--- config.mk ---
export PLATFORM = sky130hd
export DESIGN_NAME = dmem_arbiter
export DESIGN_NICKNAME = d
export VERILOG_FILES = /design/src/rtl/dmem_arbiter_pkg.sv /design/src/rtl/dmem_req_mux.sv /design/src/rtl/dmem_arbiter.sv
export SDC_FILE = /design/constraint.sdc
export NUM_CORES = 1
export LEC_CHECK = 0
export BUFFER_PORTS_ARGS = -buffer_cell sky130_fd_sc_hd__clkbuf_2
export CAP_MARGIN = 20
export CORE_AREA = 2 2 122 124
export DETAILED_ROUTE_END_ITERATION = 10
export DIE_AREA = 0 0 124 126
export GPL_TIMING_DRIVEN = 0
export PLACE_DENSITY = 0.79
export SLEW_MARGIN = 5
export SYNTH_ARGS = -nofsm -noshare
export SYNTH_HDL_FRONTEND = slang
export SYNTH_SLANG_ARGS = --single-unit
--- constraint.sdc ---
create_clock -name clk -period 1.89 [get_ports clk]
set_input_delay 0.189 -clock clk [delete_from_list [all_inputs] [get_ports clk]]
set_output_delay 0.189 -clock clk [all_outputs]
set_load 0.1 [all_outputs]
--- src/rtl/dmem_arbiter_pkg.sv ---
// Shared encodings for the data-memory arbiter: access widths, the data segment base,
// arbiter state encoding and the request bundle carried from each port to DataMem.
package dmem_arbiter_pkg;

    localparam logic [1:0]  MEM_BYTE          = 2'b00;
    localparam logic [1:0]  MEM_HALF          = 2'b01;
    localparam logic [1:0]  MEM_WORD          = 2'b10;
    localparam logic [31:0] DATA_BASE_ADDRESS = 32'h0000_2000;

    typedef enum logic [1:0] {
        ARB_IDLE   = 2'd0,
        ARB_ACCESS = 2'd1,
        ARB_RESP   = 2'd2
    } arb_state_t;

    typedef struct packed {
        logic        we;
        logic [1:0]  memop;
        logic        memext;
        logic [31:0] addr;
        logic [31:0] wdata;
    } mem_req_t;

    // DATA_BASE_ADDRESS is word-aligned, so the raw low address bits decide alignment.
    function automatic logic is_aligned(input logic [1:0] memop, input logic [1:0] addr_lo);
        logic ok;
        ok = 1'b1;
        if (memop == MEM_HALF && addr_lo[0])
            ok = 1'b0;
        if (memop == MEM_WORD && addr_lo != 2'b00)
            ok = 1'b0;
        return ok;
    endfunction

endpackage

--- src/rtl/dmem_req_mux.sv ---
// Combinational winner selection between the two requesters plus the alignment check
// of the winning request.
module dmem_req_mux
    import dmem_arbiter_pkg::*;
(
    input  logic     a_req,
    input  logic     b_req,
    input  logic     force_b,
    input  mem_req_t a_fields,
    input  mem_req_t b_fields,
    output logic     grant,
    output logic     sel_b,
    output mem_req_t sel_req,
    output logic     sel_aligned
);

    always_comb begin
        grant       = a_req | b_req;
        // A has fixed priority; B only wins against a live A request when starving.
        sel_b       = b_req & (~a_req | force_b);
        sel_req     = sel_b ? b_fields : a_fields;
        sel_aligned = is_aligned(sel_req.memop, sel_req.addr[1:0]);
    end

endmodule

--- src/rtl/dmem_arbiter.sv ---
// Two-port arbiter in front of the single-ported DataMem: one latched access per
// IDLE -> ACCESS -> RESP pass, fixed priority to A with a starvation escape for B.
module dmem_arbiter
    import dmem_arbiter_pkg::*;
#(
    parameter int MAX_WAIT = 8,
    parameter int CNT_W    = 4
) (
    input  logic             clk,
    input  logic             rstn,

    input  logic             a_req,
    input  logic             a_we,
    input  logic [1:0]       a_memop,
    input  logic             a_memext,
    input  logic [31:0]      a_addr,
    input  logic [31:0]      a_wdata,
    output logic             a_ack,
    output logic             a_err,
    output logic [31:0]      a_rdata,

    input  logic             b_req,
    input  logic             b_we,
    input  logic [1:0]       b_memop,
    input  logic             b_memext,
    input  logic [31:0]      b_addr,
    input  logic [31:0]      b_wdata,
    output logic             b_ack,
    output logic             b_err,
    output logic [31:0]      b_rdata,

    output logic             m_DMWr,
    output logic [1:0]       m_MemOp,
    output logic             m_MemEXT,
    output logic [31:0]      m_address,
    output logic [31:0]      m_din,
    input  logic [31:0]      m_dout,

    output arb_state_t       dbg_state,
    output logic [CNT_W-1:0] dbg_wait_cnt
);

    // Handshake: a requester raises req with stable fields and holds them until its ack;
    // ack is a one-cycle pulse (err qualifies it), and req seen during RESP is ignored.

    arb_state_t       state;
    logic [CNT_W-1:0] wait_cnt;
    logic             win_b;
    logic             lat_we;
    logic             lat_aligned;

    mem_req_t         a_fields;
    mem_req_t         b_fields;
    mem_req_t         sel_req;
    logic             grant;
    logic             sel_b;
    logic             sel_aligned;
    logic             force_b;

    assign a_fields = '{we: a_we, memop: a_memop, memext: a_memext, addr: a_addr, wdata: a_wdata};
    assign b_fields = '{we: b_we, memop: b_memop, memext: b_memext, addr: b_addr, wdata: b_wdata};
    assign force_b  = (wait_cnt == CNT_W'(MAX_WAIT));

    dmem_req_mux u_req_mux (
        .a_req       (a_req),
        .b_req       (b_req),
        .force_b     (force_b),
        .a_fields    (a_fields),
        .b_fields    (b_fields),
        .grant       (grant),
        .sel_b       (sel_b),
        .sel_req     (sel_req),
        .sel_aligned (sel_aligned)
    );

    always_ff @(posedge clk or negedge rstn) begin
        if (!rstn) begin
            state       <= ARB_IDLE;
            wait_cnt    <= '0;
            win_b       <= 1'b0;
            lat_we      <= 1'b0;
            lat_aligned <= 1'b0;
            a_ack       <= 1'b0;
            a_err       <= 1'b0;
            a_rdata     <= '0;
            b_ack       <= 1'b0;
            b_err       <= 1'b0;
            b_rdata     <= '0;
            m_DMWr      <= 1'b0;
            m_MemOp     <= '0;
            m_MemEXT    <= 1'b0;
            m_address   <= '0;
            m_din       <= '0;
        end else begin
            a_ack <= 1'b0;
            a_err <= 1'b0;
            b_ack <= 1'b0;
            b_err <= 1'b0;
            case (state)
                ARB_IDLE: begin
                    if (grant) begin
                        win_b       <= sel_b;
                        lat_we      <= sel_req.we;
                        lat_aligned <= sel_aligned;
                        // The memory bus is loaded here so it is valid for the whole ACCESS cycle.
                        m_DMWr      <= sel_req.we & sel_aligned;
                        m_MemOp     <= sel_req.memop;
                        m_MemEXT    <= sel_req.memext;
                        m_address   <= sel_req.addr;
                        m_din       <= sel_req.wdata;
                        state       <= ARB_ACCESS;
                    end
                    if (!b_req || sel_b)
                        wait_cnt <= '0;
                    else if (!force_b)
                        wait_cnt <= wait_cnt + 1'b1;
                end
                ARB_ACCESS: begin
                    m_DMWr    <= 1'b0;
                    m_MemOp   <= '0;
                    m_MemEXT  <= 1'b0;
                    m_address <= '0;
                    m_din     <= '0;
                    if (win_b) begin
                        b_ack <= 1'b1;
                        b_err <= ~lat_aligned;
                        if (!lat_we && lat_aligned)
                            b_rdata <= m_dout;
                    end else begin
                        a_ack <= 1'b1;
                        a_err <= ~lat_aligned;
                        if (!lat_we && lat_aligned)
                            a_rdata <= m_dout;
                    end
                    state <= ARB_RESP;
                end
                ARB_RESP: begin
                    state <= ARB_IDLE;
                end
                default: begin
                    state <= ARB_IDLE;
                end
            endcase
        end
    end

    assign dbg_state    = state;
    assign dbg_wait_cnt = wait_cnt;

endmodule

==> results.ini, run 1 <==
[cts]
clock_latency_ns = 0.41
clockBufferDepth = 2
clock_sinks = 145
root_buffer = clkbuf_16
cts_tree = done
htreeDepth = 4
cts_made_buffers = 17
path_clk_slew_ns = 0.06

[routing]
wl_um = 18000
drtIter0Drc = 167
dr.pass1.iters = 5
viasPerCell = 4.95
wl_per_cell_um = 17.3
drc = 0
vias = 5158
detail-route-antenna-nets = 0

[placed_design]
port_buffers = 313
gp_congestion = 0.816
place_area_um2 = 8050
dp_hpwl_um = 12700

[logic_synthesis]
ys_seq_area_share_pct = 59.2
syn_area_um2 = 6130
syn_area_per_cell_um2 = 12.5
synth_edf_count = 0
async_reset_ff_share_pct = 100
synth_cell_type_count = 32
synth_ff_type = dfrtp_1
ys.warnings.count = 0
synth-seq-cells = 145
synthCells = 491
synth_nets = 665

[finish]
area_growth_pct = 51.9
drive_gt1_share_pct = 57.3
fill_cells = 1142
nets = 1019
final_common_cell = clkbuf_2
antenna_cells = 0
layout_common_cells = clkbuf_2 (313), dfrtp_1 (139), nand2_1 (72), o21ai_1 (59), mux2i_1 (44)
finalInstanceArea_um2 = 9320

[global_routing]
grt_max_degree = 79
antenna_found_initial = 0
grt_pass1_vias = 5138
grt_pass1_wl_um = 25700
overflow = 0
grt_use_total_pct = 21.5

[timing]
worst_pin_slew_ns = 0.582
maxSlewHeadroom_pct = 61.4
setup_viol = 2
hold_viol = 0
finalCriticalPeriod_ns = 1.89
slew_viol_final = 0
rsz0062_at_grt = yes
fin_skew_ns = 0.00928
setup_ws_ns = -0.00380
fmax_mhz = 528
fin_crit_sh_pct = 100

[worst_setup_path]
r2r-start = dbg_wait_cnt[0]$_DFFE_PN0P_
cp_data_required_time_ns = 2.17
crit_arrival_ns = 2.17
cp-start-kind = register
cp_max_fo = 6
end_kind = register
criticalPathCategory = reg -> reg
reg2regPathDepth = 8
r2r_end = m_address[23]$_DFFE_PN0P_
rrSetupSlack_ns = -0.004

[floorplanning]
start_util_pct = 42.8
core_area_um2 = 14300
rows = 44
die_x_um = 124
die_h_um = 126
ioPinCount = 314
dieArea_um2 = 15600

[job]
drv_cap = 0

[status]
status = finished with violations
violations = negative setup slack

[worst_hold_path]
hold_depth = 2
min_path_type = in -> reg
hold_start = m_dout[3]
min_to = b_rdata[3]$_DFFE_PN0P_

## timing repair
| action | 4_1_cts | 5_1_grt |
|---|---|---|
| pin swaps | 2 | 2 |
| hold buffers | 2 | 0 |
| endpoints found under the hold margin | 68 | 0 |
| setup endpoints to repair | 99 | 101 |
| gates cloned | 3 | 6 |
| setup buffers | 7 | 5 |
| gates resized for setup | 36 | 99 |
## flip-flops by register name (all words and copies together) (netlist names), 2 cells and up
register      flops
b_rdata          32
m_MemOp           2
m_din            32
dbg_wait_cnt      4
dbg_state         2
a_rdata          32
m_address        32
## metal layers
layer | up-vias | routed length (um) | GRT usage, %
met2 | 219 | 9580 | 38.8
met4 | 0 | 310 | 7.27
met1 | 2486 | 6890 | 24.4
li1 | 2427 | - | -
met5 | - | 0 | 0
met3 | 26 | 1240 | 5.75
## cells by family (layout without fill, tap and decap cells)
family                     count (synthesis)  count (layout)  synth area share, %
buffers and inverters                     36             403                 3.49
DFF                                      145             145                 59.2
and+or+nand+nor                           90              90                 6.61
muxes                                    134             134                 23.2
adders and majority gates                  2               2                0.408
AOI/OAI and AO/OA                         84              84                 7.08
## cells in the mapped netlist, types with 2 or more instances
master	count	area, um^2
buf_2	6	30.0
buf_4	7	52.6
buf_6	6	67.6
clkbuf_1	11	41.3
dfrtp_1	145	3630
ha_1	2	25.0
inv_1	6	22.5
mux2_1	5	56.3
mux2_2	61	687
mux2i_1	68	681
nand2_1	72	270
nand3_1	2	10.0
nor2_1	2	7.51
nor3_1	2	10.0
nor4_1	2	12.5
o21ai_0	61	305
o21ai_1	16	80.1
o22ai_1	3	18.8
## worst max-delay path by stage
| stage | from | end | cells after the start |
|---|---|---|---|
| CTS | dbg_wait_cnt[1]$_DFFE_PN0P_ | m_address[16]$_DFFE_PN0P_ | 9 |
| floorplan | dbg_state[1]$_DFFE_PN0P_ | b_rdata[0]$_DFFE_PN0P_ | 5 |
| global route | dbg_wait_cnt[0]$_DFFE_PN0P_ | m_address[14]$_DFFE_PN0P_ | 8 |
| finish | dbg_wait_cnt[0]$_DFFE_PN0P_ | m_address[23]$_DFFE_PN0P_ | 8 |
| global placement | rstn | dbg_state[0]$_DFFE_PN0P_ | 1 |
| detailed placement | dbg_wait_cnt[1]$_DFFE_PN0P_ | m_din[1]$_DFFE_PN0P_ | 8 |
## through the flow
stage	setup TNS, ns	util, %	worst slack [ns]	hold WS, ns	cells
6_report	-0.00396	65.1	-0.00380	0.0223	1042
5_1_grt	-2.50	65.1	-0.0837	0.0111	1042
3_5_place_dp	-8.31	56.3	-0.213	0.237	989
4_1_cts	0	62.2	0.00732	0.00378	1033
3_3_place_gp	-264.27	56.0	-2.32	0.428	988
2_1_floorplan	-0.104	-	-0.0346	-0.107	491
## critical path: stages, from the launching register on
cell	delay, ns
dfrtp_4	0.49
inv_4	0.07
ha_4	0.12
nand3b_1	0.12
a21boi_2	0.26
buf_6	0.21
clkbuf_16	0.18
mux2i_4	0.22
o21ai_1	0.07
## cell type report
type	count	area, um^2	share of cell area [%]
Buffer	29	312	3.34
Tap cell	184	230	2.47
Inverter	6	27.5	0.296
Clock inverter	15	174	1.87
Clock buffer	17	425	4.57
Sequential cell	145	3650	39.1
Multi-Input combinational cell	310	2580	27.7
Timing Repair Buffer	336	1920	20.6
Power of run 1 is left out: the tool's default activity adds up to more than one toggle a clock period on the data nets, which glitch-free logic cannot reach.
==> run 2: changes to the inputs <==
Settings changed: GPL_TIMING_DRIVEN 0 to default.
==> run 2 against run 1 <==
The run now ends clean. Via count is 2.5% lower. Final cell count is 1.4% lower. Global-route usage is 0.54 points lower. Worst setup slack better by 0.0047 ns. Critical endpoint is now m_din[30]$_DFFE_PN0P_. Register-to-register slack hardly changed. Die area stayed put.
==> results.ini, run 2 (same netlist as run 1, synthesis figures left out) <==
[status]
status = completed

[cts]
cts_tree = done
clock_sinks = 145
clockBufferDepth = 2
cts_made_buffers = 17
root_buffer = clkbuf_16
htreeDepth = 4
path_clk_slew_ns = 0.06
clock_latency_ns = 0.42

[placed_design]
gp_congestion = 0.824
dp_hpwl_um = 12400
port_buffers = 313

[worst_setup_path]
cp-start-kind = register
r2r-start = dbg_wait_cnt[1]$_DFFE_PN0P_
crit_arrival_ns = 2.18
r2r_end = m_din[30]$_DFFE_PN0P_
cp_max_fo = 5
reg2regPathDepth = 8
rrSetupSlack_ns = 0.0009
criticalPathCategory = reg -> reg
cp_data_required_time_ns = 2.18
end_kind = register

[finish]
antenna_cells = 0
area_growth_pct = 48.2
fill_cells = 1165
final_common_cell = clkbuf_2
layout_common_cells = clkbuf_2 (312), dfrtp_1 (139), nand2_1 (72), mux2i_1 (60), mux2_2 (45)
drive_gt1_share_pct = 55.4
utilization_pct = 63.5
nets = 1007

[global_routing]
overflow = 0
antenna_found_initial = 0
grt_pass1_wl_um = 25200
grt_max_degree = 60
grt_pass1_vias = 4993
grt_use_total_pct = 21.0

[routing]
wl_um = 17000
wl_per_cell_um = 16.5
vias = 5030
detail-route-antenna-nets = 0
drtIter0Drc = 142
dr.pass1.iters = 4
drc = 0
viasPerCell = 4.90

[worst_hold_path]
min_to = a_rdata[23]$_DFFE_PN0P_
hold_depth = 2
min_path_type = in -> reg
hold_start = m_dout[23]

[floorplanning]
ioPinCount = 314
start_util_pct = 42.8
die_x_um = 124
dieArea_um2 = 15600
rows = 44
die_h_um = 126
core_area_um2 = 14300

[timing]
fin_crit_sh_pct = 100
maxSlewHeadroom_pct = 61.2
rsz0062_at_grt = yes
hold_viol = 0
finalCriticalPeriod_ns = 1.89
fin_skew_ns = 0.00765
worst_pin_slew_ns = 0.585
fmax_mhz = 529
slew_viol_final = 0
setup_viol = 0

[job]
drv_cap = 0

## run 2: final cells by class
type | count | area (um^2) | area share (%)
well taps | 184 | 230 | 2.53
inverters | 6 | 25.0 | 0.275
flip-flops and latches | 145 | 3650 | 40.1
clock buffers | 19 | 443 | 4.87
clock inverters | 10 | 185 | 2.04
multi-input cells | 310 | 2430 | 26.8
repair buffers | 353 | 2120 | 23.4
## run 2: worst max-delay path: stages (launching register included)
cell	delay, ns
dfrtp_4	0.47
inv_2	0.08
ha_4	0.11
nand3b_1	0.15
a21boi_4	0.33
buf_6	0.18
clkbuf_16	0.15
mux2i_1	0.21
o21ai_0	0.09
## run 2: worst max path at each step
| stage | depth (start not counted) | from | end | slack [ns] |
|---|---|---|---|---|
| 6_report | 8 | dbg_wait_cnt[1]$_DFFE_PN0P_ | m_din[30]$_DFFE_PN0P_ | 0.0009 |
| 2_1_floorplan | 5 | dbg_state[1]$_DFFE_PN0P_ | b_rdata[0]$_DFFE_PN0P_ | -0.03 |
| 5_1_grt | 8 | dbg_wait_cnt[0]$_DFFE_PN0P_ | m_din[9]$_DFFE_PN0P_ | -0.1 |
| 4_1_cts | 8 | dbg_wait_cnt[1]$_DFFE_PN0P_ | m_address[24]$_DFFE_PN0P_ | -0.007 |
| 3_5_place_dp | 8 | dbg_wait_cnt[1]$_DFFE_PN0P_ | m_din[22]$_DFFE_PN0P_ | -0.05 |
| 3_3_place_gp | 8 | dbg_wait_cnt[1]$_DFFE_PN0P_ | m_MemOp[1]$_DFFE_PN0P_ | 0.06 |
## run 2: timing repair
item | CTS | global route
endpoints found under the setup margin | 12 | 59
cloned | 1 | 4
hold buffers | 2 | 0
endpoints found under the hold margin | 44 | 0
pin swaps | 1 | 1
gates resized for setup | 5 | 42
setup buffers | 0 | 6
## run 2: per-layer routing
metal / part of all wire [%] / track usage (%) / up-vias / wire [um]
li1: - / - / 2395 / -
met4: 1.1 / 6.54 / 0 / 179
met3: 7.6 / 6.07 / 13 / 1300
met1: 39 / 23.9 / 2417 / 6590
met5: 0 / 0 / - / 0
met2: 53 / 37.7 / 205 / 8930
## run 2: stage by stage
stage / area [um^2] / std cells / TNS [ns] / setup slack, ns / hold slack [ns]
final: 9090 / 1027 / 0 / 0.000930 / 0.0236
after global routing: 9090 / 1027 / -3.21 / -0.0990 / 0.00234
after CTS: 8870 / 1017 / -0.0156 / -0.00728 / 0.00120
after detailed placement: 8180 / 985 / -0.150 / -0.0513 / 0.155
after global placement: 8180 / 985 / 0 / 0.0599 / 0.155
after floorplan: 6220 / 491 / -0.104 / -0.0346 / -0.107
Power of run 2 is left out for the same reason.
